<file path="src/rtl/tracking_stream_arbiter.sv">
// Frame-granular arbiter sharing one tracking engine between two pixel sources.
// A winning source streams one whole frame, then the engine result (or a timeout) is reported.
module tracking_stream_arbiter #(
    parameter int WIDTH          = 720,
    parameter int HEIGHT         = 540,
    parameter int TIMEOUT_CYCLES = 4096
) (
    input  logic        clock,
    input  logic        reset,
    input  logic        s0_req,
    input  logic        s1_req,
    output logic        s0_grant,
    output logic        s1_grant,
    input  logic        s0_wr_en,
    input  logic        s1_wr_en,
    input  logic [23:0] s0_din,
    input  logic [23:0] s1_din,
    output logic        s0_full,
    output logic        s1_full,
    output logic        trk_wr_en,
    output logic [23:0] trk_din,
    input  logic        trk_full,
    input  logic        trk_valid,
    input  logic [11:0] trk_center_x,
    input  logic [11:0] trk_center_y,
    input  logic [11:0] trk_width,
    input  logic [11:0] trk_height,
    output logic        res_valid,
    output logic        res_src,
    output logic        res_timeout,
    output logic [11:0] res_center_x,
    output logic [11:0] res_center_y,
    output logic [11:0] res_width,
    output logic [11:0] res_height,
    output logic [7:0]  res_seq
);

    localparam int FRAME_PIXELS = WIDTH * HEIGHT;
    localparam int PIX_W = (FRAME_PIXELS > 1) ? $clog2(FRAME_PIXELS) : 1;
    localparam int TMR_W = $clog2(TIMEOUT_CYCLES + 1);
    localparam logic [PIX_W-1:0] PIX_LAST = PIX_W'(FRAME_PIXELS - 1);
    localparam logic [TMR_W-1:0] TMR_LAST = TMR_W'(TIMEOUT_CYCLES - 1);

    typedef enum logic [1:0] {IDLE, STREAM, WAIT_RES, REPORT} state_t;

    state_t             state_q, state_d;
    logic               src_q, src_d;
    logic               last_src_q, last_src_d;
    logic [PIX_W-1:0]   pix_cnt_q, pix_cnt_d;
    logic [TMR_W-1:0]   timer_q, timer_d;
    logic               res_src_q, res_src_d;
    logic               res_timeout_q, res_timeout_d;
    logic [47:0]        res_box_q, res_box_d;
    logic [7:0]         res_seq_q, res_seq_d;

    logic [1:0]         wr_w;
    logic [1:0]         grant_w;
    logic [1:0]         full_w;

    assign wr_w = {s1_wr_en, s0_wr_en};

    // Only the owner of the current frame sees the engine's backpressure; everyone else is held off.
    for (genvar gi = 0; gi < 2; gi++) begin : g_src
        assign grant_w[gi] = (state_q == STREAM) && (src_q == 1'(gi));
        assign full_w[gi]  = grant_w[gi] ? trk_full : 1'b1;
    end

    assign s0_grant  = grant_w[0];
    assign s1_grant  = grant_w[1];
    assign s0_full   = full_w[0];
    assign s1_full   = full_w[1];
    assign trk_wr_en = (|(grant_w & wr_w)) & ~trk_full;
    assign trk_din   = grant_w[1] ? s1_din : (grant_w[0] ? s0_din : 24'd0);

    assign res_valid    = (state_q == REPORT);
    assign res_src      = res_src_q;
    assign res_timeout  = res_timeout_q;
    assign res_center_x = res_box_q[47:36];
    assign res_center_y = res_box_q[35:24];
    assign res_width    = res_box_q[23:12];
    assign res_height   = res_box_q[11:0];
    assign res_seq      = res_seq_q;

    always_comb begin
        state_d       = state_q;
        src_d         = src_q;
        last_src_d    = last_src_q;
        pix_cnt_d     = pix_cnt_q;
        timer_d       = timer_q;
        res_src_d     = res_src_q;
        res_timeout_d = res_timeout_q;
        res_box_d     = res_box_q;
        res_seq_d     = res_seq_q;
        case (state_q)
            IDLE: begin
                if (s0_req || s1_req) begin
                    // On contention the source that did not report last wins.
                    src_d     = (s0_req && s1_req) ? ~last_src_q : s1_req;
                    pix_cnt_d = '0;
                    state_d   = STREAM;
                end
            end
            STREAM: begin
                if (trk_wr_en) begin
                    if (pix_cnt_q == PIX_LAST) begin
                        timer_d = '0;
                        state_d = WAIT_RES;
                    end else begin
                        pix_cnt_d = pix_cnt_q + 1'b1;
                    end
                end
            end
            WAIT_RES: begin
                if (trk_valid) begin
                    res_box_d     = {trk_center_x, trk_center_y, trk_width, trk_height};
                    res_timeout_d = 1'b0;
                    res_src_d     = src_q;
                    state_d       = REPORT;
                end else if (timer_q == TMR_LAST) begin
                    res_box_d     = '0;
                    res_timeout_d = 1'b1;
                    res_src_d     = src_q;
                    state_d       = REPORT;
                end else begin
                    timer_d = timer_q + 1'b1;
                end
            end
            REPORT: begin
                res_seq_d  = res_seq_q + 1'b1;
                last_src_d = res_src_q;
                state_d    = IDLE;
            end
            default: state_d = IDLE;
        endcase
    end

    always_ff @(posedge clock) begin
        if (reset) begin
            state_q       <= IDLE;
            src_q         <= 1'b0;
            last_src_q    <= 1'b1;
            pix_cnt_q     <= '0;
            timer_q       <= '0;
            res_src_q     <= 1'b0;
            res_timeout_q <= 1'b0;
            res_box_q     <= '0;
            res_seq_q     <= '0;
        end else begin
            state_q       <= state_d;
            src_q         <= src_d;
            last_src_q    <= last_src_d;
            pix_cnt_q     <= pix_cnt_d;
            timer_q       <= timer_d;
            res_src_q     <= res_src_d;
            res_timeout_q <= res_timeout_d;
            res_box_q     <= res_box_d;
            res_seq_q     <= res_seq_d;
        end
    end

endmodule

</file>
<file path="config.mk">
export PLATFORM = sky130hd
export DESIGN_NAME = tracking_stream_arbiter
export DESIGN_NICKNAME = d
export VERILOG_FILES = /design/src/rtl/tracking_stream_arbiter.sv
export SDC_FILE = /design/constraint.sdc
export NUM_CORES = 1
export LEC_CHECK = 0
export CORE_AREA = 4 4 121 100
export DETAILED_ROUTE_END_ITERATION = 16
export DIE_AREA = 0 0 125 104
export PLACE_DENSITY = 0.79
export SLEW_MARGIN = 40
export SYNTH_ARGS = -nofsm -noshare
export SYNTH_HDL_FRONTEND = slang
export SYNTH_SLANG_ARGS = --single-unit
</file>
<file path="constraint.sdc">
create_clock -name clock -period 2.7 [get_ports clock]
set_clock_uncertainty 0.15 [all_clocks]
set_input_delay 0.405 -clock clock [delete_from_list [all_inputs] [get_ports clock]]
set_output_delay 0.405 -clock clock [all_outputs]
set_load 0.05 [all_outputs]
</file>
==> metrics.txt, run 1 <==
outcome finished, final reports clean; DRC 0; Worst setup SP type register; Final WS setup 168 ps; Hold Crit Class primary input to register; Syn-to-layout area delta 57.7%; Die X 125 µm; register clock-pin slew on the reported worst setup and hold paths 70 ps; CTS tree done; GP Congestion 0.926; GRT overflow 0; Core Box Area 10800 µm²; vias in the first global route 4770; initial core utilization 42.5%; Slew @ Worst Pin 603 ps; Tot GR Track Use 22.9%; CP max-delay cell dfxtp_1; Ys Warns 0; Most used DFF post-synth dfxtp_1; Die Ht 104 µm; Cells after Synth 540; Distinct cells, synth 66; routed vias 4849; Final min period 2530 ps; row count 34; sequential fraction of the synthesis area 41.0%; clock sinks 94; most common cell after layout, fill and taps aside clkdlybuf4s50_1; static leakage 0.00258 µW; I/O Buffers 191; largest area contributor in the netlist dfxtp_1; die area 13000 µm²; Relative slew margins 59.8%; drt pass-1 iters 5; Mean Syn Cell Area 8.50 µm²; Worst EP required 2140 ps; total negative setup slack 0 ps; Cell Pwr Density 723 nW/µm²; final setup vio count 0; maxcap violations 0; WL met3 1250 µm; syn nets 652; Routed WL 15400 µm; post-synth top area share 41.0%; highest metal used met4; pre-CTS setup slack 5.61 ps; Final HPWL DP 11400 µm; Crit path arrival time 1980 ps; clock latency on the worst-skew pair 340 ps; diode count 0; Hold Slack 260 ps; final critical-path share of the clock period 93.8%; Num CTS Buffers 9; Power Total 5240 µW; Setup CP Type register to output port; Final Max Slew Viols 0; max incr delay on CP 350 ps; Vias/cell 5.57; first-pass GRT wire length 25000 µm; fraction of layout cells with a size suffix above 1 12.7%; most frequent cells in the layout clkdlybuf4s50_1 (161), dfxtp_1 (94), nor2_1 (91); Setup crit end kind output port; Reg-to-Reg Start state_q[1]; Peak VDD IR 339 µV; initial antenna violation count 0; CTS hold repair buffers 0; DRT iter0 DRCs 392; Hold Crit Start reset; RSZ-0062 raised after global routing no; crit-path cells inv_1, ha_1, buf_4, clkinv_1, buf_6, nor2_1, buf_12; Yosys reg bits 94; antenna viol nets, final 0; Top delay family on crit path buffers and inverters; Area contributors post-synth dfxtp_1 (41%), a22oi_1 (8.2%), nor2_1 (7.6%), mux2i_1 (6.1%), nand2_1 (2.9%); largest net degree at the start of global routing 59; number of flops mapped to enable cells by yosys 0; Hold Fails Final Rpt 0; metal2 WL 7680 µm; Layout Nets 833; buffer and inverter count on the worst path 5; Ports 192; worst-path fanout max 26; Max Freq 395 MHz; Synth async-reset ratio 0%; clock buffer depth 2; WL/cell 17.7 µm; Synth Cell Area 4590 µm²; M1 WL 6240 µm; start point of the critical path state_q[1]; clock root buffer clkbuf_16; H-tree depth 3
[through the flow]
step / cells / util, % / cell area, µm²
after floorplan: 540 / - / 4590
after global routing: 870 / 67.0 / 7240
final: 870 / 67.0 / 7240
after global placement: 854 / 64.0 / 6920
after CTS: 870 / 66.8 / 7220
after detailed placement: 854 / 64.0 / 6920
[sequential cells by signal, summed over array words and instances, names as in the netlist]
signal       count
last_src_q       1
res_src          1
res_timeout      1
src_q            1
timer_q         13
res_seq          8
pix_cnt_q       19
res_box_q       48
state_q          2
[power by group]
part           leakage (µW)  total [µW]  switching [µW]  internal [µW]
registers          0.000759        1550            65.9           1480
clock network      0.000154        1300             572            733
logic               0.00167        2390            1390           1000
total               0.00258        5240            2020           3210
[layout make-up]
cell class              instances  area (µm²)
well taps                     144         180
inverters                      12        45.0
clock inverters                 7        80.1
clock buffers                   9         225
flip-flops and latches         94        1880
fillers                       841        3570
repair buffers                209        2350
multi-input cells             395        2480
[synth_stat cells (all sizes together) (6+ instances only)]
cell type	count
or3	9
or4	10
and3	6
nand4	10
clkbuf	31
o21ai	21
nand2	36
nor2	93
dfxtp	94
a21oi	26
mux2i	28
a22oi	50
inv	10
ha	8
and2	8
buf	8
nand3	20
[routing by layer]
layer / GRT usage (%) / vias up
met2: 39.8 / 225
met1: 28.3 / 2305
met3: 6.42 / 13
met5: 0 / -
met4: 5.26 / 0
li1: - / 2306
[kinds of logic after synthesis]
| family | Yosys count | share of synthesized area (%) |
|---|---|---|
| AND/OR/NAND/NOR | 225 | 24.9 |
| AO/OA/AOI/OAI | 128 | 19.4 |
| flip-flops | 94 | 41.0 |
| XOR/XNOR | 6 | 1.15 |
| buffers and inverters | 51 | 5.26 |
| multiplexers | 28 | 6.11 |
| adder cells (fa/ha/maj) | 8 | 2.18 |
[repair_timing]
item	in CTS	in global routing
buffers inserted	0	0
resized for setup	0	4
setup endpoints to repair	0	9
[final timing paths]
check	endpoint	slack (ps)	depth (start not counted)
max	trk_din[14]	170	7
min	pix_cnt_q[15]	260	2
max reg2reg	timer_q[7]	180	8
min reg2reg	pix_cnt_q[18]	310	2
(Power assumes the default switching activity.)
==> run 2: changes to the inputs <==
Settings changed: CORE_AREA 4 4 121 100 to 4 4 125 103, DIE_AREA 0 0 125 104 to 0 0 129 107, PLACE_DENSITY 0.79 to 0.75.
==> metrics.txt, run 2 (synthesized netlist as in run 1, its figures left out) <==
outcome finished, final reports clean; initial core utilization 40.0% (-2.5 points); Top reg by flops res_box_q; WL/cell 16.8 µm (-5.0%); RSZ-0062 raised after global routing no; routed vias 4790 (-1.2%); Final HPWL DP 11100 µm (-3.3%); Die Ht 107 µm (+2.9%); final critical-path share of the clock period 94.9% (+1.1 points); H-tree depth 3 (unchanged); Tot GR Track Use 20.5% (-2.5 points); antenna viol nets, final 0 (unchanged); GP Congestion 0.857 (-7.4%); fillers 936 (+11%); Vias/cell 5.47 (-1.8%); Syn-to-layout area delta 57.4%; first-pass GRT wire length 23100 µm (-7.7%); CP max-delay cell dfxtp_1; max incr delay on CP 350 ps (about the same); biggest regs res_box_q x48, pix_cnt_q x19, timer_q x13; clock root buffer clkbuf_16; Routed WL 14700 µm (-4.5%); clock buffer depth 2 (unchanged); Crit path arrival time 2010 ps (+30 ps); largest net degree at the start of global routing 60 (+1.7%); CTS tree done; fraction of layout cells with a size suffix above 1 12.7% (-0.017 points); Setup CP Type register to output port; clock latency on the worst-skew pair 340 ps (about the same); GRT overflow 0 (unchanged); Multi-input gate area 2470 µm² (-0.25%); die area 13800 µm² (+6.2%); total negative setup slack 0 ps (unchanged); Final min period 2560 ps (+30.3 ps); drt pass-1 iters 5 (unchanged); Ports 192 (unchanged); final setup vio count 0 (unchanged); Final Max Slew Viols 0 (unchanged); Cell Pwr Density 710 nW/µm² (-1.9%); Core Box Area 11500 µm² (+6.2%); DRC 0 (unchanged); worst-path fanout max 30 (+15%); Hold Crit Class register to register; maxcap violations 0 (unchanged); Worst EP required 2140 ps (about the same); buffer and inverter count on the worst path 5 (unchanged); register clock-pin slew on the reported worst setup and hold paths 70 ps (about the same); Num CTS Buffers 9 (unchanged); Slew @ Worst Pin 633 ps (+30.0 ps); register area 1880 µm² (unchanged); initial antenna violation count 0 (unchanged); clock sinks 94 (unchanged); Power Total 5130 µW (-2.1%); I/O Buffers 191 (unchanged); Setup crit end kind output port; Relative slew margins 56.6% (-3.2 points); Die X 129 µm (+3.2%); Top delay family on crit path buffers and inverters; Worst setup SP type register; Largest register FFs 48 (unchanged); vias in the first global route 4570 (-4.2%); static leakage 0.00257 µW (-0.36%); row count 35 (+2.9%); DRT iter0 DRCs 418 (+6.6%); crit-path cells inv_1, ha_1, buf_4, clkinv_1, buf_6, nor2_1, buf_12; CTS hold repair buffers 0 (unchanged); Max Freq 390 MHz (-1.2%); Layout Nets 834 (+0.12%); diode count 0 (unchanged); Hold Fails Final Rpt 0 (unchanged); most common cell after layout, fill and taps aside clkdlybuf4s50_1; Peak VDD IR 432 µV (+28%); most frequent cells in the layout clkdlybuf4s50_1 (161), dfxtp_1 (94), nor2_1 (91)
==> run 2: changes by cell type in the layout (fill, tap and decap cells not counted) <==
| cell | before | now |
|---|---|---|
| nor4bb_2 | 1 | 0 |
| inv_8 | 2 | 1 |
| bufinv_16 | 1 | 0 |
| clkinv_2 | 2 | 1 |
| buf_4 | 16 | 17 |
| inv_6 | 1 | 4 |
| nor4bb_1 | 0 | 1 |
==> run 2: power breakdown <==
| part | internal (µW) | total (µW) | switching, µW | leakage [µW] |
|---|---|---|---|---|
| clock | 645 | 1220 | 575 | 0.000143 |
| combinational | 997 | 2370 | 1370 | 0.00167 |
| sequential | 1480 | 1540 | 63.0 | 0.000759 |
==> run 2: metal layers <==
metal	wire length [µm]	vias up	track usage, %
met1	6030	2238	26.0
met5	0	-	0
met2	7160	214	34.5
li1	-	2321	-
met3	1290	17	5.23
met4	202	0	5.32
==> run 2: final timing paths <==
path	startpoint	end	slack, ps	cells past startpoint
min reg2reg	pix_cnt_q[18]	pix_cnt_q[18]	320	2
max	state_q[1]	trk_din[12]	140	7
max reg2reg	state_q[1]	timer_q[11]	180	8
min	pix_cnt_q[18]	pix_cnt_q[18]	320	2
==> run 2: what timing repair did <==
item,4_1_cts,5_1_grt
buffers inserted,0,0
gates resized for setup,0,3
setup endpoints to repair,0,10
hold endpoints to repair,0,0
==> run 2: final cells by class <==
cell class	count	area share (%)
tap	148	2.56
timing repair buffer	210	32.6
clock inverter	7	0.831
multi-input combinational	395	34.2
clock buffer	9	3.12
sequential	94	26.0
inverter	12	0.623
==> run 2: stage by stage <==
step	utilization, %	setup slack [ps]	cells	hold WS, ps	instance area [µm²]
2_1_floorplan	-	189	540	282	4590
3_3_place_gp	60.4	9.63	859	304	6930
3_5_place_dp	60.4	7.06	859	313	6930
4_1_cts	62.9	62.2	875	322	7220
5_1_grt	63.0	16.5	875	333	7220
6_report	63.0	137	875	322	7220
==> run 2: worst register-to-register path: cells and delay by family (launching register included) <==
kind | cells | cell delay, ps
and+or+nand+nor | 3 | 1150
DFF | 1 | 350
buffers and inverters | 2 | 330
AOI/OAI and AO/OA | 2 | 270
adders and majority gates | 1 | 190
==> run 3: changes to the inputs <==
Settings changed: CORE_AREA 4 4 125 103 to 2 2 123 101, CTS_CLUSTER_DIAMETER set to 80, DIE_AREA 0 0 129 107 to 0 0 125 103.
==> metrics.txt, run 3 (synthesized netlist as in run 1, its figures left out) <==
outcome finished, final reports clean; pre-CTS setup slack -5.65 ps (-12.7 ps); biggest regs res_box_q x48, pix_cnt_q x19, timer_q x13; Core Box Area 11800 µm² (+2.9%); Worst setup SP type register; Final HPWL DP 10600 µm (-4.6%); largest net degree at the start of global routing 50 (-17%); Hold Fails Final Rpt 0 (unchanged); Non-Filler Instances 879 (+0.46%); Worst EP required 2140 ps (about the same); Die X 125 µm (-3.1%); GRT overflow 0 (unchanged); drt pass-1 iters 5 (unchanged); antenna viol nets, final 0 (unchanged); DRT iter0 DRCs 325 (-22%); Multi-input gate area 2470 µm² (-0.10%); Die Ht 103 µm (-3.7%); total negative setup slack 0 ps (unchanged); Layout Nets 834 (unchanged); H-tree depth 3 (unchanged); Relative slew margins 58.9% (+2.3 points); diode count 0 (unchanged); DRC 0 (unchanged); most frequent cells in the layout clkdlybuf4s50_1 (161), dfxtp_1 (94), nor2_1 (93); clock root buffer clkbuf_16; Hold Crit Class primary input to register; RSZ-0062 raised after global routing no; CTS tree done; Vias/cell 5.49 (+0.29%); clock sinks 94 (unchanged); GP Congestion 0.905 (+5.6%); Syn-to-layout area delta 58.0%; placed cells 863 (+0.47%); CTS hold repair buffers 0 (unchanged); most common cell after layout, fill and taps aside clkdlybuf4s50_1; Setup CP Type register to output port; Max Freq 382 MHz (-2.2%); Slew @ Worst Pin 615 ps (-18.1 ps); Final min period 2620 ps (+57.3 ps); Largest register FFs 48 (unchanged); Tot GR Track Use 20.7% (+0.20 points); maxcap violations 0 (unchanged); post-placement cell area 6940 µm² (+0.11%); first-pass GRT wire length 22000 µm (-4.7%); row count 36 (+2.9%); Post-CTS Setup Inserts 0 (unchanged); Num CTS Buffers 9 (unchanged); routed vias 4826 (+0.75%); fillers 940 (+0.43%); register area 1880 µm² (unchanged); initial antenna violation count 0 (unchanged); final setup vio count 0 (unchanged); initial core utilization 38.9% (-1.1 points); die area 12900 µm² (-6.7%); Ports 192 (unchanged); Final Max Slew Viols 0 (unchanged); Setup crit end kind output port; Routed WL 14300 µm (-2.9%); Top reg by flops res_box_q; final critical-path share of the clock period 97.0% (+2.1 points); static leakage 0.00258 µW (+0.41%); Final Instance Area 7250 µm² (+0.36%); Final WS setup 80.1 ps (-57.3 ps); Cell Pwr Density 720 nW/µm² (+1.4%); register clock-pin slew on the reported worst setup and hold paths 70 ps (about the same); fraction of layout cells with a size suffix above 1 12.5% (-0.14 points); I/O Buffers 191 (unchanged); WL/cell 16.2 µm (-3.3%); post_cts resized 0 (unchanged); clock latency on the worst-skew pair 340 ps (about the same); fin util 61.4% (-1.5 points); Crit path arrival time 2060 ps (+50 ps); clock buffer depth 2 (unchanged); worst-path fanout max 26 (-13%); Peak VDD IR 524 µV (+21%); vias in the first global route 4392 (-3.9%)
run 3: cell count changes in the layout (fill, tap and decap cells not counted), sizes merged:
cell,delta
clkbuf,+1
inv,-1
bufinv,+1
clkinv,-1
run 3: power breakdown:
part	switching, µW	total [µW]	internal, µW	leakage, µW
registers	62.7	1540	1480	0.000759
clock network	557	1320	758	0.000154
logic	1370	2360	993	0.00167
total	1990	5220	3230	0.00258
run 3: path summary, 6_finish.rpt:
check | start | endpoint | slack (ps) | cells after the start
hold / removal | reset | src_q | 250 | 2
setup reg to reg | pix_cnt_q[0] | timer_q[3] | 200 | 7
hold reg to reg | pix_cnt_q[18] | pix_cnt_q[18] | 320 | 2
setup / recovery | state_q[1] | trk_din[12] | 80 | 7
run 3: final cells by class:
| class | instances | area share [%] |
|---|---|---|
| Timing Repair Buffer | 210 | 32.4 |
| Clock inverter | 6 | 1.02 |
| Multi-Input combinational cell | 395 | 34.0 |
| Inverter | 12 | 0.621 |
| Sequential cell | 94 | 26.0 |
| Clock buffer | 10 | 3.30 |
| Tap cell | 152 | 2.62 |
run 3: critical path, cell delays in order, from the launching register on:
cell and delay [ps]:
dfxtp_1 340, inv_1 110, ha_1 180, buf_4 210, clkinv_1 150, buf_4 250, nor2_1 290, buf_12 180
run 3: routing by layer:
layer | vias up | wire (µm) | global-route usage, %
met5 | - | 0 | 0
met4 | 0 | 170 | 4.10
met3 | 13 | 1030 | 5.60
met2 | 202 | 7070 | 35.4
met1 | 2298 | 5990 | 26.6
li1 | 2313 | - | -
run 3: through the flow:
step           total power [µW]  hold slack, ps
2_1_floorplan              2950             282
3_3_place_gp               3900             304
3_5_place_dp               3930             309
4_1_cts                    5260             252
5_1_grt                    5440             284
6_report                   5220             251
